### src/rtl/uart_pkg.sv
// Types and helpers shared by the UART receive and transmit paths.
package uart_pkg;

  typedef enum logic [2:0] {IDLE, START, DATA, PARITY, STOP} uart_rx_state_t;

  localparam int UART_DATA_BITS = 8;

  function automatic logic even_parity(input logic [7:0] d);
    return ^d;
  endfunction

endpackage

### src/rtl/uart_rx_sync.sv
// Two-flop synchroniser for the asynchronous RxD pin plus a falling-edge detector.
module uart_rx_sync (
  input  logic clk,
  input  logic rst_n,
  input  logic RxD,
  output logic rx_s,
  output logic fall
);

  logic meta;
  logic prev;

  // All flops reset to the idle line level so that reset never fakes an edge.
  always_ff @(posedge clk) begin
    if (!rst_n) begin
      meta <= 1'b1;
      rx_s <= 1'b1;
      prev <= 1'b1;
    end else begin
      meta <= RxD;
      rx_s <= meta;
      prev <= rx_s;
    end
  end

  assign fall = prev & ~rx_s;

endmodule

### src/rtl/read_uart.sv
// UART receiver: start bit, 8 data bits LSB first, even parity, one stop bit.
module read_uart
  import uart_pkg::*;
#(
  parameter int freq = 347
) (
  input  logic       clk,
  input  logic       rst_n,
  input  logic       RxD,
  output logic [7:0] data,
  output logic       valid,
  input  logic       ack,
  output logic       parity_err,
  output logic       frame_err,
  output logic       overrun,
  output logic       busy
);

  localparam int half = (freq + 1) / 2;
  localparam int CW   = $clog2(freq + 1);
  localparam logic [CW-1:0] CNT_LAST = CW'(freq);
  localparam logic [CW-1:0] CNT_MID  = CW'(half - 1);
  localparam logic [2:0]    IDX_LAST = 3'(UART_DATA_BITS - 1);

  uart_rx_state_t state;
  logic [CW-1:0]  cnt;
  logic [2:0]     idx;
  logic [7:0]     shift;
  logic           par_bit;
  logic           rx_s;
  logic           fall;

  uart_rx_sync u_sync (
    .clk  (clk),
    .rst_n(rst_n),
    .RxD  (RxD),
    .rx_s (rx_s),
    .fall (fall)
  );

  // A line held low after a bad stop bit produces no new edge, so a break never repeats frames.
  always_ff @(posedge clk) begin
    if (!rst_n) begin
      state      <= IDLE;
      cnt        <= '0;
      idx        <= '0;
      shift      <= '0;
      par_bit    <= 1'b0;
      data       <= '0;
      valid      <= 1'b0;
      parity_err <= 1'b0;
      frame_err  <= 1'b0;
      overrun    <= 1'b0;
      busy       <= 1'b0;
    end else begin
      if (ack && valid)
        valid <= 1'b0;
      case (state)
        IDLE: begin
          if (fall) begin
            state <= START;
            cnt   <= '0;
            busy  <= 1'b1;
          end
        end
        START: begin
          if (cnt == CNT_MID) begin
            cnt <= '0;
            if (!rx_s) begin
              state <= DATA;
              idx   <= '0;
            end else begin
              state <= IDLE;
              busy  <= 1'b0;
            end
          end else begin
            cnt <= cnt + 1'b1;
          end
        end
        DATA: begin
          if (cnt == CNT_LAST) begin
            cnt        <= '0;
            shift[idx] <= rx_s;
            idx        <= idx + 3'd1;
            if (idx == IDX_LAST)
              state <= PARITY;
          end else begin
            cnt <= cnt + 1'b1;
          end
        end
        PARITY: begin
          if (cnt == CNT_LAST) begin
            cnt     <= '0;
            par_bit <= rx_s;
            state   <= STOP;
          end else begin
            cnt <= cnt + 1'b1;
          end
        end
        STOP: begin
          // Completion overrides a coincident ack: the new byte stays valid.
          if (cnt == CNT_LAST) begin
            cnt        <= '0;
            data       <= shift;
            parity_err <= (even_parity(shift) != par_bit);
            frame_err  <= ~rx_s;
            overrun    <= overrun | (valid & ~ack);
            valid      <= 1'b1;
            state      <= IDLE;
            busy       <= 1'b0;
          end else begin
            cnt <= cnt + 1'b1;
          end
        end
        default: begin
          state <= IDLE;
          busy  <= 1'b0;
        end
      endcase
    end
  end

endmodule

### config.mk
export PLATFORM = sky130hd
export DESIGN_NAME = read_uart
export DESIGN_NICKNAME = d
export VERILOG_FILES = /design/src/rtl/uart_pkg.sv /design/src/rtl/uart_rx_sync.sv /design/src/rtl/read_uart.sv
export SDC_FILE = /design/constraint.sdc
export NUM_CORES = 1
export LEC_CHECK = 0
export CORE_MARGIN = 8
export CORE_UTILIZATION = 40
export DETAILED_ROUTE_END_ITERATION = 10
export GPL_TIMING_DRIVEN = 0
export PLACE_DENSITY = 0.65
export SLEW_MARGIN = 30
export SYNTH_ARGS = -nofsm -noshare
export SYNTH_HDL_FRONTEND = slang
export SYNTH_SLANG_ARGS = --single-unit
export TNS_END_PERCENT = 50
### constraint.sdc
create_clock -name clk -period 2.5 [get_ports clk]
set_input_delay 0.625 -clock clk [delete_from_list [all_inputs] [get_ports clk]]
set_output_delay 0.625 -clock clk [all_outputs]
set_load 0.01 [all_outputs]
=== After elaboration in Yosys (flattened, before gate mapping) ===
Index checks and enable logic that the tools add are counted.

* Bits in registers: 40
* Word-level logic and storage cells: 82
* Output and inout bits: 13
* Input bits: 4

* $add $sub $neg: 2
* Bitwise logic cells: 6
* Multiplexer cells: 27
* Reductions and logical operators: 15
* Equal/unequal tests: 16
* Order comparisons: 2

{| class="wikitable"
|+ Operators by type and width
! kind !! count
|-
| 2-to-1 mux 3 bit || 9
|-
| 2-to-1 mux 9 bit || 3
|-
| one-hot mux 9 bit (3 select lines) || 1
|-
| one-hot mux 3 bit (5 select lines) || 1
|-
| != test 2 bit (second input constant) || 7
|-
| adder 9 x 1 -> 9 bit (second input constant) || 1
|-
| == test 9 x 8 -> 1 bit (second input constant) || 1
|-
| == test 9 bit (second input constant) || 1
|-
| bitwise mux 8 bit || 1
|-
| 2-to-1 mux 1 bit || 8
|-
| AND reduction 2 bit || 4
|-
| parity 8 bit || 1
|-
| == test 3 x 2 -> 1 bit (second input constant) || 2
|-
| == test 3 bit (second input constant) || 2
|-
| one-hot mux 3 bit (2 select lines) || 1
|-
| AND reduction 6 bit || 1
|-
| AND reduction 5 bit || 1
|-
| < comparator 3 x 4 -> 1 bit (second input constant) || 1
|-
| one-hot mux 1 bit (4 select lines) || 1
|-
| AND reduction 4 bit || 1
|-
| adder 3 x 1 -> 3 bit (second input constant) || 1
|-
| demux 1 bit (select 3 bit) || 1
|-
| == test 3 x 1 -> 1 bit (second input constant) || 1
|-
| greater-or-equal comparator 3 x 1 -> 1 bit (second input constant) || 1
|-
| other kinds (12) || 16
|}

=== Longest topological paths before layout ===
Gate-level depths: netlist (run 1).

* Depth after elaboration: 5
* Mapped depth: 7
* Depth with buffers taken out: 6

=== By module ===
Synthesis (run 1) repeated with hierarchy kept, for this count alone.

* Cell total of the unflattened synthesis: 235
* Area, all modules: 1993.2 um2

{| class="wikitable"
|+ By module, submodules not included
! module !! instances !! seq. area each (um2) !! cells an instance !! area an instance (um2)
|-
| read_uart || 1 || 740.7 || 228 || 1908.1
|-
| uart_rx_sync || 1 || 60.1 || 7 || 85.1
|}

=== Worst setup path before layout (run 1) ===
Ideal clock, no wire load.

* Kind: reg-to-reg
* Start point: reg cnt[0]
* End point: reg parity_err
* Setup time: 0.062 ns
* Required time: 2.438 ns
* Stages on the path, launching flop included: 7
* Path slack: 0.601 ns
* Clock period less this slack: 1.899 ns
* Path buffers: 1
* Arrival time: 1.836 ns
* Cells stage by stage: dfxtp_1 ha_1 nand4bb_1 or3_1 clkbuf_1 or4_1 nand3_1

* Longest elaborated chain between the ends: 2

{| class="wikitable"
|+ RTL lines
! element !! line !! source
|-
| from (decl) || read_uart.sv:26 || <nowiki>logic [CW-1:0] cnt;</nowiki>
|-
| from (signal assigned) || read_uart.sv:77 || <nowiki>cnt <= cnt + 1'b1;</nowiki>
|-
| from (signal assigned) || read_uart.sv:88 || <nowiki>cnt <= cnt + 1'b1;</nowiki>
|-
| from (signal assigned) || read_uart.sv:97 || <nowiki>cnt <= cnt + 1'b1;</nowiki>
|-
| == test 9 bit || read_uart.sv:102 || <nowiki>if (cnt == CNT_LAST) begin</nowiki>
|-
| AND reduction 2 bit (no source line) || - ||
|-
| to (signal assigned) || read_uart.sv:105 || <nowiki>parity_err <= (even_parity(shift) != par_bit);</nowiki>
|-
| to (decl) || read_uart.sv:13 || <nowiki>output logic parity_err,</nowiki>
|}

Every way passes these cells.
A chain may end at the register's enable or synchronous reset.

=== Worst setup path in the final report (run 1) ===
Same ends and word-level chain as after synthesis.

==> Flow_metrics.wiki, run 1 <==
{| class="wikitable"
! Metric !! Value
|-
| Status || complete, no violations
|-
| Average footprint of a synthesized cell || 8.49 µm²
|-
| Reg-to-Reg Start || cnt[0]
|-
| Number of fillers in the final layout || around 520
|-
| TritonCTS clock tree || yes
|-
| Maximum number of pins on one net before global-route repair || 13
|-
| Floorplan core area || about 5000 µm²
|-
| # Post-CTS Setup Buffers || 0
|-
| Worst slack, placed || around 0.37 ns
|-
| Worst-Skew Late Latency || about 0.29 ns
|-
| Fmax || approximately 460 MHz
|-
| Post-Route Skew || between 0.002 and 0.0025 ns
|-
| Post-CTS sizing || 0
|-
| Length in cells of the worst reg-to-reg path || 6
|-
| Yosys cell types || 47
|-
| Post-synth top cells || 40 x sky130_fd_sc_hd__dfxtp_1, 24 x sky130_fd_sc_hd__a21oi_1, 16 x sky130_fd_sc_hd__nor2_1
|-
| Yosys synthesis warning count || 0
|-
| Sink Count || 40
|-
| Adder-cell share of the synthesized area || ~2.5%
|-
| Power density over the cells || approximately 470 nW/µm²
|-
| Worst Path Max Fanout || 6
|-
| CTS root buffer || sky130_fd_sc_hd__clkbuf_8
|-
| Synthesized netlist cell count || around 240
|-
| Average wire length per cell after detail routing || 13.7 µm
|-
| Area taken by multi-input logic gates || about 1100 µm²
|-
| Tot GR Track Use || roughly an eighth
|-
| Worst slew margin relative to its limit || between 40% and 50%
|-
| Die Footprint || roughly 7600 µm²
|-
| Critical path startpoint category || flop
|-
| Fraction of final layout cells with drive strength greater than 1 || 5.36%
|-
| Flip-flop and latch count after synthesis || 40
|-
| Detail Placement HPWL || 3220 µm
|-
| Cells after DPL || ~320
|-
| Layout-stage area growth over the synthesis result || 15.7%
|-
| Class of the most critical hold timing path || reg -> reg
|-
| Data arrival at the endpoint of the critical path || 2.39 ns
|-
| Share of cell area taken by muxes after synthesis || a little under 5%
|-
| Vias per cell || ~5.4
|-
| Via count of the first global-routing pass || 1,673
|-
| Global route overflow || 0
|-
| Least-Margin Pin Slew || 0.764 ns
|-
| Setup-failing EPs final || 0
|-
| Post-synthesis share of cell area spent on and, or, nand and nor gates || between 20% and 30%
|-
| Number of hold buffers added after CTS || 0
|-
| Largest area contributor in the synthesized netlist || sky130_fd_sc_hd__dfxtp_1
|-
| Setup repair after global routing missed its margin || false
|-
| Antenna violations before repair || 0
|-
| Clock buffers created by TritonCTS || 5
|-
| Site row count || 26
|-
| Launch point of the worst hold path || u_sync.meta
|-
| Die Y-Extent || slightly below 90 µm
|-
| Number of hold violations in the final report || 0
|-
| Post-Route WL || 4520 µm
|-
| Synthesized netlist net count || around 250
|-
| Number of antenna cells inserted || 0
|-
| Worst setup path class || reg -> reg
|-
| Worst flop-to-flop path endpoint || parity_err
|-
| Primary FF master, synth || sky130_fd_sc_hd__dfxtp_1
|-
| Count of routing violations after the opening detailed-route iteration || ~110
|-
| Destination of the worst hold path || u_sync.rx_s
|-
| Post-Route Utilization || 46.9%
|-
| Crit path required time || 2.74 ns
|-
| Total via count in the routed design || 1,789
|-
| Pwr Total || 1.11 mW
|-
| Fraction of post-synthesis cell area in the top cell type by area || ~39%
|-
| Count of antenna-violating nets left after detailed routing || 0
|-
| Die X-Extent || 87.2 µm
|-
| FF/Latch Area || 801 µm²
|-
| Hold Crit Depth || 1
|-
| Initial core utilization || around two fifths
|-
| Clock slew at reported path FFs || 0.08 ns
|-
| Most frequent cell after synthesis || sky130_fd_sc_hd__dfxtp_1
|-
| Largest buffer count on any clock path || 2
|-
| Static power due to leakage || about 0.86 nW
|-
| Worst IR drop on VDD || around 0.19 mV
|-
| Count of unresolved DRC violations after routing || 0
|-
| Flop-to-flop setup slack || 0.35 ns
|-
| Post-synthesis compound-gate area fraction || 19.5%
|-
| Largest family of logic cells by synthesized area || simple AND/OR/NAND/NOR gates
|-
| Synthesized-area fraction occupied by xor and xnor cells || between 3 and 4%
|-
| Number of primary I/O pins || 17
|-
| Synth async-reset ratio || 0%
|-
| Maximum Capacitance Violations || 0
|-
| Number of flops mapped to enable cells by yosys || 0
|-
| Global-route wire length before repair || about 8000 µm
|-
| Input/output buffers || 15
|-
| Kind of end point of the critical path || flop
|-
| Routability-driven placement congestion ratio || about 0.85
|-
| Sequential area share after synthesis || 39.5%
|-
| Post-route worst setup slack || ~0.35 ns
|-
| First-pass DRT Iterations || 4
|-
| Fin cells || 331
|-
| Final count of pins violating max slew || 0
|-
| Final critical-path share of the clock period || a little under nine tenths
|-
| Clock period minus worst slack || 2.15 ns
|-
| Count of nets after finishing || roughly 270
|-
| Summed negative setup slack over all endpoints || 0 ns
|-
| H-tree level count || 2
|-
| Netlist area before placement || 2030 µm²
|-
| Largest cells by area after synthesis || sky130_fd_sc_hd__dfxtp_1 39%, sky130_fd_sc_hd__a21oi_1 5.9%, sky130_fd_sc_hd__mux2i_1 4.9%, sky130_fd_sc_hd__nand3_1 3.5%, sky130_fd_sc_hd__nand2b_1 3.4%
|}
[cell type report]
cell class	count	area share (%)
multi-input combinational	174	48.2
sequential	40	34.1
timing repair buffer	15	6.39
tap	70	3.73
clock buffer	5	2.93
buffer	17	2.88
inverter	8	1.28
clock inverter	2	0.533
[per-stage QoR]
step / hold slack [ns] / area, µm²
floorplan: 0.386 / 2030
global placement: 0.405 / 2270
detailed placement: 0.397 / 2270
CTS: 0.427 / 2350
global route: 0.454 / 2350
finish: 0.430 / 2350
[routing by layer]
layer	up-vias	part of all wire, %	global-route usage (%)
met2	41	44	20.1
met4	0	1.8	6.09
li1	922	-	-
met1	818	49	17.3
met5	-	0	0
met3	8	5.0	2.45
[worst max-delay path by stage]
stage | startpoint | end | slack (ns) | depth (start not counted)
after global routing | cnt[0] | parity_err | 0.17 | 6
after detailed placement | cnt[0] | parity_err | 0.37 | 6
after floorplan | cnt[0] | parity_err | 0.60 | 6
after global placement | cnt[0] | parity_err | 0.38 | 6
final | cnt[0] | parity_err | 0.35 | 6
after CTS | cnt[0] | parity_err | 0.33 | 6
[power breakdown]
part           internal [mW]  total (mW)  switching [mW]
Clock                  0.189       0.411           0.222
Combinational         0.0170      0.0492          0.0322
Sequential             0.642       0.647         0.00488
[sequential cells by signal, summed over array words and instances (netlist names)]
name         flops
u_sync.prev      1
shift            8
overrun          1
parity_err       1
data             8
u_sync.meta      1
cnt              9
u_sync.rx_s      1
idx              3
busy             1
valid            1
state            3
par_bit          1
frame_err        1
[cell usage in the layout (no fill, tap or decap), drive strengths merged, types with 3 or more instances in the layout]
cell type	n
o31ai	8
nor2	16
o21a	3
nor2b	5
a31oi	3
a21oi	24
nand2	14
nor3b	3
nand3	14
inv	7
or3	3
nor4	3
clkdlybuf4s50	15
o21ai	7
nand2b	11
ha	4
nor3	3
buf	3
clkbuf	19
dfxtp	40
xnor2	4
and2	4
mux2i	10
o22ai	5
[worst max-delay path, cell delays in order, from the launching register on]
cell	delay, ns
sky130_fd_sc_hd__dfxtp_1	0.44
sky130_fd_sc_hd__ha_1	0.28
sky130_fd_sc_hd__nand4bb_1	0.23
sky130_fd_sc_hd__or3_1	0.41
sky130_fd_sc_hd__clkbuf_1	0.16
sky130_fd_sc_hd__or4_1	0.51
sky130_fd_sc_hd__nand3_1	0.07
[cell families (layout without fill, tap and decap cells)]
kind of cell,Yosys count,count (layout)
buffers and inverters,25,47
adder cells (fa/ha/maj),4,4
XOR/XNOR,6,6
AO/OA/AOI/OAI,63,63
AND/OR/NAND/NOR,91,91
multiplexers,10,10
flip-flops,40,40
No activity file was read; power rests on OpenSTA's default activity.
==> run 2: changes to the inputs <==
--- a/config.mk
+++ b/config.mk
@@ -5,11 +5,12 @@
 export SDC_FILE = /design/constraint.sdc
 export NUM_CORES = 1
 export LEC_CHECK = 0
+export ABC_AREA = 1
 export CORE_MARGIN = 8
 export CORE_UTILIZATION = 40
 export DETAILED_ROUTE_END_ITERATION = 10
 export GPL_TIMING_DRIVEN = 0
-export PLACE_DENSITY = 0.65
+export PLACE_DENSITY = 0.64
 export SLEW_MARGIN = 30
 export SYNTH_ARGS = -nofsm -noshare
 export SYNTH_HDL_FRONTEND = slang
==> run 2 against run 1 <==
Compared with the run above:
- area after synthesis rose by 5.0%
- clock skew rose by 0.0014 ns
- worst hold slack got worse by 0.014 ns
- routed wire length fell by 0.38%
- sequential cell count did not move
- final cell count rose by 21%
- combinational power rose to 7.4 times the previous value
- fmax rose by 19%
- critical path type is now reg -> out
- via count rose by 5.6%
- critical endpoint is now overrun
==> Flow_metrics.wiki, run 2 <==
{| class="wikitable"
! Metric !! Value
|-
| Worst-Skew Late Latency || 0.29 ns (about the same)
|-
| Most frequent standard cell in the layout excluding fill and tap cells || sky130_fd_sc_hd__nand2_1 (was sky130_fd_sc_hd__dfxtp_1)
|-
| Clock slew at reported path FFs || 0.08 ns (about the same)
|-
| Maximum single-stage delay on the critical path || 0.54 ns (was 0.51 ns)
|-
| Layout-stage area growth over the synthesis result || 17.3% (was 15.7%)
|-
| Number of hold buffers added after CTS || 0 (unchanged)
|-
| Number of antenna cells inserted || 0 (unchanged)
|-
| Sink Count || 40 (unchanged)
|-
| Flip-flop and latch count after synthesis || 40 (unchanged)
|-
| Site row count || 26 (unchanged)
|-
| Class of the most critical hold timing path || reg -> reg (unchanged)
|-
| Number of flops mapped to enable cells by yosys || 0 (unchanged)
|-
| Via count of the first global-routing pass || 1,772 (was 1,673)
|-
| Largest delay contributor family on the critical path || buffers and inverters (was simple AND/OR/NAND/NOR gates)
|-
| Placed standard-cell area || 2380 µm² (was 2270 µm²)
|-
| Final count of pins violating max slew || 0 (unchanged)
|-
| Fraction of post-synthesis cell area in the top cell type by area || 37.6% (was 39.5%)
|-
| Vias per cell || 4.71 (was 5.40)
|-
| Worst flop-to-flop path endpoint || data[1] (was parity_err)
|-
| Post-layout instance area || 2500 µm² (was 2350 µm²)
|-
| Yosys synthesis warning count || 0 (unchanged)
|-
| Global-route wire length before repair || 7820 µm (was 7960 µm)
|-
| Detail Placement HPWL || 3280 µm (was 3220 µm)
|-
| Synth async-reset ratio || 0% (unchanged)
|-
| Worst IR drop on VDD || 0.336 mV (was 0.191 mV)
|-
| Cells after DPL || 393 (was 324)
|-
| Yosys cell types || 33 (was 47)
|-
| Clock buffers created by TritonCTS || 5 (unchanged)
|-
| # Post-CTS Setup Buffers || 0 (unchanged)
|-
| Setup repair after global routing missed its margin || false (unchanged)
|-
| Static power due to leakage || 1.08 nW (was 0.859 nW)
|-
| Length in cells of the worst reg-to-reg path || 8 (was 6)
|-
| Count of routing violations after the opening detailed-route iteration || 94 (was 107)
|-
| Tot GR Track Use || 12.5% (was 13.1%)
|-
| Post-Route WL || 4500 µm (was 4520 µm)
|-
| Worst Path Max Fanout || 2 (was 6)
|-
| Input/output buffers || 16 (was 15)
|-
| Post-synth top cells || 80 x sky130_fd_sc_hd__nand2_1, 47 x sky130_fd_sc_hd__nor2_1, 40 x sky130_fd_sc_hd__dfxtp_1 (was 40 x sky130_fd_sc_hd__dfxtp_1, 24 x sky130_fd_sc_hd__a21oi_1, 16 x sky130_fd_sc_hd__nor2_1)
|-
| Fin cells || 401 (was 331)
|-
| Fmax || 555 MHz (was 465 MHz)
|-
| Status || complete, no violations (unchanged)
|-
| Launch point of the worst hold path || u_sync.meta (unchanged)
|-
| Summed negative setup slack over all endpoints || 0 ns (unchanged)
|-
| Most frequent cell after synthesis || sky130_fd_sc_hd__nand2_1 (was sky130_fd_sc_hd__dfxtp_1)
|-
| Clock period minus worst slack || 1.80 ns (was 2.15 ns)
|-
| Buffers & Inverters on Critical Path || 1 (unchanged)
|-
| Number of hold violations in the final report || 0 (unchanged)
|-
| Die X-Extent || 89.0 µm (was 87.2 µm)
|-
| Post-route worst setup slack || 0.699 ns (was 0.348 ns)
|-
| Average footprint of a synthesized cell || 6.94 µm² (was 8.49 µm²)
|-
| Largest buffer count on any clock path || 2 (unchanged)
|-
| Routability-driven placement congestion ratio || 0.873 (was 0.853)
|-
| Data arrival at the endpoint of the critical path || 1.18 ns (was 2.39 ns)
|-
| Count of nets after finishing || 338 (was 269)
|-
| Worst slack, placed || 0.412 ns (was 0.366 ns)
|-
| Average wire length per cell after detail routing || 11.2 µm (was 13.7 µm)
|-
| Count of antenna-violating nets left after detailed routing || 0 (unchanged)
|-
| Worst setup path class || reg -> out (was reg -> reg)
|-
| Least-Margin Pin Slew || 0.541 ns (was 0.764 ns)
|-
| Post-Route Utilization || 48.6% (was 46.9%)
|-
| Netlist area before placement || 2130 µm² (was 2030 µm²)
|-
| Die Footprint || 7920 µm² (was 7610 µm²)
|-
| Register bank with the most flops || cnt (unchanged)
|-
| Number of fillers in the final layout || 531 (was 517)
|-
| Die Y-Extent || 89.0 µm (was 87.2 µm)
|-
| Flop-to-flop setup slack || 0.85 ns (was 0.35 ns)
|-
| Initial core utilization || 41.5% (was 40.5%)
|-
| Total via count in the routed design || 1,890 (was 1,789)
|-
| Maximum number of pins on one net before global-route repair || 14 (was 13)
|-
| H-tree level count || 2 (unchanged)
|-
| Synthesized netlist cell count || 307 (was 239)
|-
| Kind of end point of the critical path || primary output (was flop)
|-
| Post-Route Hold Slack || 0.416 ns (was 0.430 ns)
|-
| Worst slew margin relative to its limit || 63.9% (was 48.6%)
|-
| Hold Crit Depth || 1 (unchanged)
|-
| Reg-to-Reg Start || cnt[0] (unchanged)
|-
| Registers with the most flip-flops || cnt: 9 flops, data: 8 flops, shift: 8 flops (unchanged)
|-
| Highest-count cells in the layout ignoring fill and taps || 80 x sky130_fd_sc_hd__nand2_1, 47 x sky130_fd_sc_hd__nor2_1, 40 x sky130_fd_sc_hd__dfxtp_1 (was 40 x sky130_fd_sc_hd__dfxtp_1, 24 x sky130_fd_sc_hd__a21oi_1, 16 x sky130_fd_sc_hd__nor2_1)
|-
| Fraction of final layout cells with drive strength greater than 1 || 11.5% (was 5.36%)
|-
| Critical path startpoint category || flop (unchanged)
|-
| CTS root buffer || sky130_fd_sc_hd__clkbuf_8 (unchanged)
|-
| Post-Route Skew || 0.00387 ns (was 0.00249 ns)
|-
| Post-CTS sizing || 0 (unchanged)
|-
| Final critical-path share of the clock period || 72.0% (was 86.1%)
|-
| TritonCTS clock tree || yes (unchanged)
|-
| Floorplan core area || 5140 µm² (was 5010 µm²)
|-
| Maximum Capacitance Violations || 0 (unchanged)
|-
| Pwr Total || 1.63 mW (was 1.11 mW)
|-
| Crit path max-delay cell type || sky130_fd_sc_hd__clkdlybuf4s50_1 (was sky130_fd_sc_hd__or4_1)
|-
| Count of unresolved DRC violations after routing || 0 (unchanged)
|-
| Power density over the cells || 653 nW/µm² (was 471 nW/µm²)
|-
| Crit path required time || 1.88 ns (was 2.74 ns)
|-
| Setup-failing EPs final || 0 (unchanged)
|-
| Number of primary I/O pins || 17 (unchanged)
|-
| Sequential area share after synthesis || 37.6% (was 39.5%)
|-
| Primary FF master, synth || sky130_fd_sc_hd__dfxtp_1 (unchanged)
|-
| Number of flip-flops under the largest register name || 9 (unchanged)
|-
| Global route overflow || 0 (unchanged)
|-
| Largest area contributor in the synthesized netlist || sky130_fd_sc_hd__dfxtp_1 (unchanged)
|-
| Antenna violations before repair || 0 (unchanged)
|-
| Critical path, cell by cell || clkdlybuf4s50_1 (was ha_1 > nand4bb_1 > or3_1 > clkbuf_1 > or4_1 > nand3_1)
|-
| Largest cells by area after synthesis || sky130_fd_sc_hd__dfxtp_1 38%, sky130_fd_sc_hd__nand2_1 14%, sky130_fd_sc_hd__nor2_1 8.3%, sky130_fd_sc_hd__inv_1 5.8%, sky130_fd_sc_hd__a21oi_1 4.9% (was sky130_fd_sc_hd__dfxtp_1 39%, sky130_fd_sc_hd__a21oi_1 5.9%, sky130_fd_sc_hd__mux2i_1 4.9%, sky130_fd_sc_hd__nand3_1 3.5%, sky130_fd_sc_hd__nand2b_1 3.4%)
|-
| First-pass DRT Iterations || 4 (unchanged)
|-
| Destination of the worst hold path || u_sync.rx_s (unchanged)
|-
| Synthesized netlist net count || 315 (was 247)
|}
## run 2: area by class of cell
| class | count | area, µm² | share of cell area (%) |
|---|---|---|---|
| clock buffers | 6 | 82.6 | 3.30 |
| plain buffers | 7 | 57.6 | 2.30 |
| clock inverters | 2 | 38.8 | 1.55 |
| repair buffers | 16 | 160 | 6.41 |
| multi-input cells | 226 | 1140 | 45.8 |
| well taps | 70 | 87.6 | 3.50 |
| inverters | 34 | 128 | 5.11 |
| flip-flops and latches | 40 | 801 | 32.0 |
## run 2: cell families after synthesis
kind of cell	share of synthesized area, %
AOI/OAI and AO/OA	11.9
xor gates and xnor gates	3.29
adders and majority gates	2.35
buffers and inverters	8.69
DFF	37.6
and+or+nand+nor	36.2
## run 2: routing by layer
| metal | vias up | GRT usage, % | part of all wire (%) |
|---|---|---|---|
| met5 | - | 0 | 0 |
| met4 | 0 | 5.74 | 2.6 |
| met3 | 9 | 2.85 | 5.6 |
| met2 | 48 | 18.4 | 41 |
| met1 | 819 | 16.9 | 51 |
| li1 | 1014 | - | - |
## run 2: worst max path at each step
stage	start	to	slack, ns	depth (start not counted)
floorplan	cnt[0]	par_bit	1.09	7
global placement	rst_n	overrun	0.43	4
detailed placement	rst_n	cnt[0]	0.41	4
CTS	overrun	overrun	0.68	1
global route	data[1]	data[1]	0.63	1
finish	overrun	overrun	0.70	1
## run 2: where the power goes
part	leakage, nW	internal (mW)	switching, mW
registers	0.324	0.667	0.0362
clock network	0.0614	0.327	0.238
logic	0.693	0.137	0.228
==> run 3: changes to the inputs <==
--- a/config.mk
+++ b/config.mk
@@ -10,7 +10,7 @@
 export CORE_UTILIZATION = 40
 export DETAILED_ROUTE_END_ITERATION = 10
 export GPL_TIMING_DRIVEN = 0
-export PLACE_DENSITY = 0.64
+export PLACE_DENSITY = 0.67
 export SLEW_MARGIN = 30
 export SYNTH_ARGS = -nofsm -noshare
 export SYNTH_HDL_FRONTEND = slang
==> constraint.sdc (replaced) <==
create_clock -name clk -period 1.5 [get_ports clk]
set_input_delay 0.375 -clock clk [delete_from_list [all_inputs] [get_ports clk]]
set_output_delay 0.375 -clock clk [all_outputs]
set_load 0.01 [all_outputs]
==> run 3 against run 2 <==
Compared with the run above:
- via count is 3.7% higher
- core utilization is 2.5 points higher
- critical path depth is 8 higher
- register-to-register slack worse by 0.81 ns
- final cell count is 1.2% higher
- clock skew is 0.0019 ns higher
- sequential share of layout area is 1.3 points lower
- clock-buffer cell count is 1 lower
- largest cell class unchanged
- die area stayed put
- sequential power is 69% higher
- power is 77% higher
==> Flow_metrics.wiki, run 3 (same netlist as run 2, synthesis figures left out) <==
{| class="wikitable"
! Metric !! Value
|-
| CTS root buffer || sky130_fd_sc_hd__clkbuf_8 (unchanged)
|-
| Post-Route Skew || 0.00577 ns (was 0.00387 ns)
|-
| Launch point of the worst hold path || u_sync.meta (unchanged)
|-
| Total via count in the routed design || 1,959 (was 1,890)
|-
| Maximum single-stage delay on the critical path || 0.38 ns (was 0.54 ns)
|-
| Maximum Capacitance Violations || 0 (unchanged)
|-
| TritonCTS clock tree || yes (unchanged)
|-
| Worst Path Max Fanout || 5 (was 2)
|-
| Largest buffer count on any clock path || 2 (unchanged)
|-
| Power density over the cells || 1100 nW/µm² (was 653 nW/µm²)
|-
| Clock period minus worst slack || 1.46 ns
|-
| Highest-count cells in the layout ignoring fill and taps || 77 x sky130_fd_sc_hd__nand2_1, 45 x sky130_fd_sc_hd__nor2_1, 36 x sky130_fd_sc_hd__dfxtp_1 (was 80 x sky130_fd_sc_hd__nand2_1, 47 x sky130_fd_sc_hd__nor2_1, 40 x sky130_fd_sc_hd__dfxtp_1)
|-
| Count of nets after finishing || 344 (was 338)
|-
| Tot GR Track Use || 13.2% (was 12.5%)
|-
| Static power due to leakage || 1.19 nW (was 1.08 nW)
|-
| Fraction of final layout cells with drive strength greater than 1 || 18.5% (was 11.5%)
|-
| Post-Route WL || 4830 µm (was 4500 µm)
|-
| Final count of pins violating max slew || 0 (unchanged)
|-
| Antenna violations before repair || 0 (unchanged)
|-
| Global-route wire length before repair || 8040 µm (was 7820 µm)
|-
| Count of antenna-violating nets left after detailed routing || 0 (unchanged)
|-
| Die X-Extent || 89.0 µm (unchanged)
|-
| Fmax || between 600 and 700 MHz
|-
| Critical path startpoint category || flop (unchanged)
|-
| Sink Count || 40 (unchanged)
|-
| Post-Route Utilization || 51.2% (was 48.6%)
|-
| Kind of end point of the critical path || flop (was primary output)
|-
| Die Y-Extent || 89.0 µm (unchanged)
|-
| Worst flop-to-flop path endpoint || data[1] (unchanged)
|-
| Clock buffers created by TritonCTS || 5 (unchanged)
|-
| Hold Crit Depth || 1 (unchanged)
|-
| Count of unresolved DRC violations after routing || 0 (unchanged)
|-
| Setup repair after global routing missed its margin || true (was false)
|-
| Setup-failing EPs final || 0 (unchanged)
|-
| Layout-stage area growth over the synthesis result || 23.4% (was 17.3%)
|-
| Data arrival at the endpoint of the critical path || 1.70 ns (was 1.18 ns)
|-
| Detail Placement HPWL || 3320 µm (was 3280 µm)
|-
| Input/output buffers || 16 (unchanged)
|-
| Worst setup path class || reg -> reg (was reg -> out)
|-
| Average wire length per cell after detail routing || 11.9 µm (was 11.2 µm)
|-
| Length in cells of the worst reg-to-reg path || 9 (was 8)
|-
| Number of flip-flops under the largest register name || 9 (unchanged)
|-
| Destination of the worst hold path || u_sync.rx_s (unchanged)
|-
| First-pass DRT Iterations || 4 (unchanged)
|-
| Least-Margin Pin Slew || 0.403 ns (was 0.541 ns)
|-
| Status || complete, no violations (unchanged)
|-
| Crit path required time || 1.74 ns (was 1.88 ns)
|-
| Initial core utilization || 41.5% (unchanged)
|-
| Class of the most critical hold timing path || reg -> reg (unchanged)
|-
| Floorplan core area || 5140 µm² (unchanged)
|-
| Flop-to-flop setup slack || 0.04 ns (was 0.85 ns)
|-
| Most numerous cell on the critical path || sky130_fd_sc_hd__nand2_2
|-
| Post-route worst setup slack || 0.0408 ns (was 0.699 ns)
|-
| Count of routing violations after the opening detailed-route iteration || 65 (was 94)
|-
| Number of primary I/O pins || 17 (unchanged)
|-
| Vias per cell || 4.83 (was 4.71)
|-
| Crit path max-delay cell type || sky130_fd_sc_hd__dfxtp_4 (was sky130_fd_sc_hd__clkdlybuf4s50_1)
|-
| Most frequent standard cell in the layout excluding fill and tap cells || sky130_fd_sc_hd__nand2_1 (unchanged)
|-
| Number of hold violations in the final report || 0 (unchanged)
|-
| Site row count || 26 (unchanged)
|-
| Maximum number of pins on one net before global-route repair || 13 (was 14)
|-
| Critical path, cell by cell || ha_4 > nand2_2 > nor3_2 > nand2_2 > nor2_4 > buf_12 > buf_8 > o21ai_2 > nor2_1 (was clkdlybuf4s50_1)
|-
| H-tree level count || 2 (unchanged)
|-
| Routability-driven placement congestion ratio || 0.832 (was 0.873)
|-
| Reg-to-Reg Start || cnt[0] (unchanged)
|-
| Via count of the first global-routing pass || 1,796 (was 1,772)
|-
| Registers with the most flip-flops || cnt: 9 flops, data: 8 flops, shift: 8 flops (unchanged)
|-
| Number of antenna cells inserted || 0 (unchanged)
|-
| Register bank with the most flops || cnt (unchanged)
|-
| Final critical-path share of the clock period || between 90% and 100%
|-
| Pwr Total || 2.89 mW (was 1.63 mW)
|-
| Summed negative setup slack over all endpoints || 0 ns (unchanged)
|-
| Clock slew at reported path FFs || 0.08 ns (about the same)
|-
| Worst slew margin relative to its limit || 73.0% (was 63.9%)
|-
| Worst slack, placed || -0.291 ns (was 0.412 ns)
|-
| Global route overflow || 0 (unchanged)
|-
| Die Footprint || 7920 µm² (unchanged)
|-
| Worst IR drop on VDD || 0.762 mV (was 0.336 mV)
|-
| Worst-Skew Late Latency || 0.30 ns (was 0.29 ns)
|}
==> run 3: worst max-delay path by stage <==
stage | startpoint | end | slack, ns | depth (start not counted)
floorplan | cnt[0] | par_bit | 0.09 | 7
global placement | rst_n | overrun | -0.31 | 4
detailed placement | rst_n | cnt[0] | -0.29 | 4
CTS | cnt[0] | overrun | 0.003 | 9
global route | cnt[1] | cnt[8] | -0.07 | 9
finish | cnt[0] | data[1] | 0.04 | 9
==> run 3: repair_timing <==
item / in CTS / in global routing
gates resized for setup: 19 / 22
gates cloned: 0 / 1
endpoints found under the setup margin: 35 / 33
hold buffers: 0 / 0
pin swaps: 2 / 6
setup buffers: 4 / 1
==> run 3: report_power, final <==
part	switching, mW	internal, mW
clock	0.391	0.655
combinational	0.404	0.250
sequential	0.0677	1.12
==> run 3: layer usage <==
layer / wire, µm / GRT usage (%)
met2: 2120 / 21.0
met3: 195 / 3.58
met1: 2400 / 16.0
met4: 115 / 6.19
met5: 0 / 0
==> run 3: per-stage QoR <==
stage | cell area (µm²) | hold slack, ns | std cells
floorplan | 2130 | 0.392 | 307
global placement | 2380 | 0.396 | 393
detailed placement | 2380 | 0.406 | 393
CTS | 2550 | 0.425 | 404
global route | 2630 | 0.432 | 406
finish | 2630 | 0.419 | 406
==> run 3: worst max-delay path: cells and delay by family (launching register included) <==
family,cells,cell delay [ns]
buffers and inverters,2,0.25
AO/OA/AOI/OAI,1,0.05
adder cells (fa/ha/maj),1,0.16
AND/OR/NAND/NOR,5,0.57
flip-flops,1,0.38
==> run 3: cell type report <==
class                           count  area [µm²]
Fill cell                         537        2510
Multi-Input combinational cell    226        1190
Sequential cell                    40         808
Timing Repair Buffer               22         219
Inverter                           34         128
Tap cell                           70        87.6
Clock buffer                        5        68.8
Buffer                              7        65.1
Clock inverter                      2        60.1
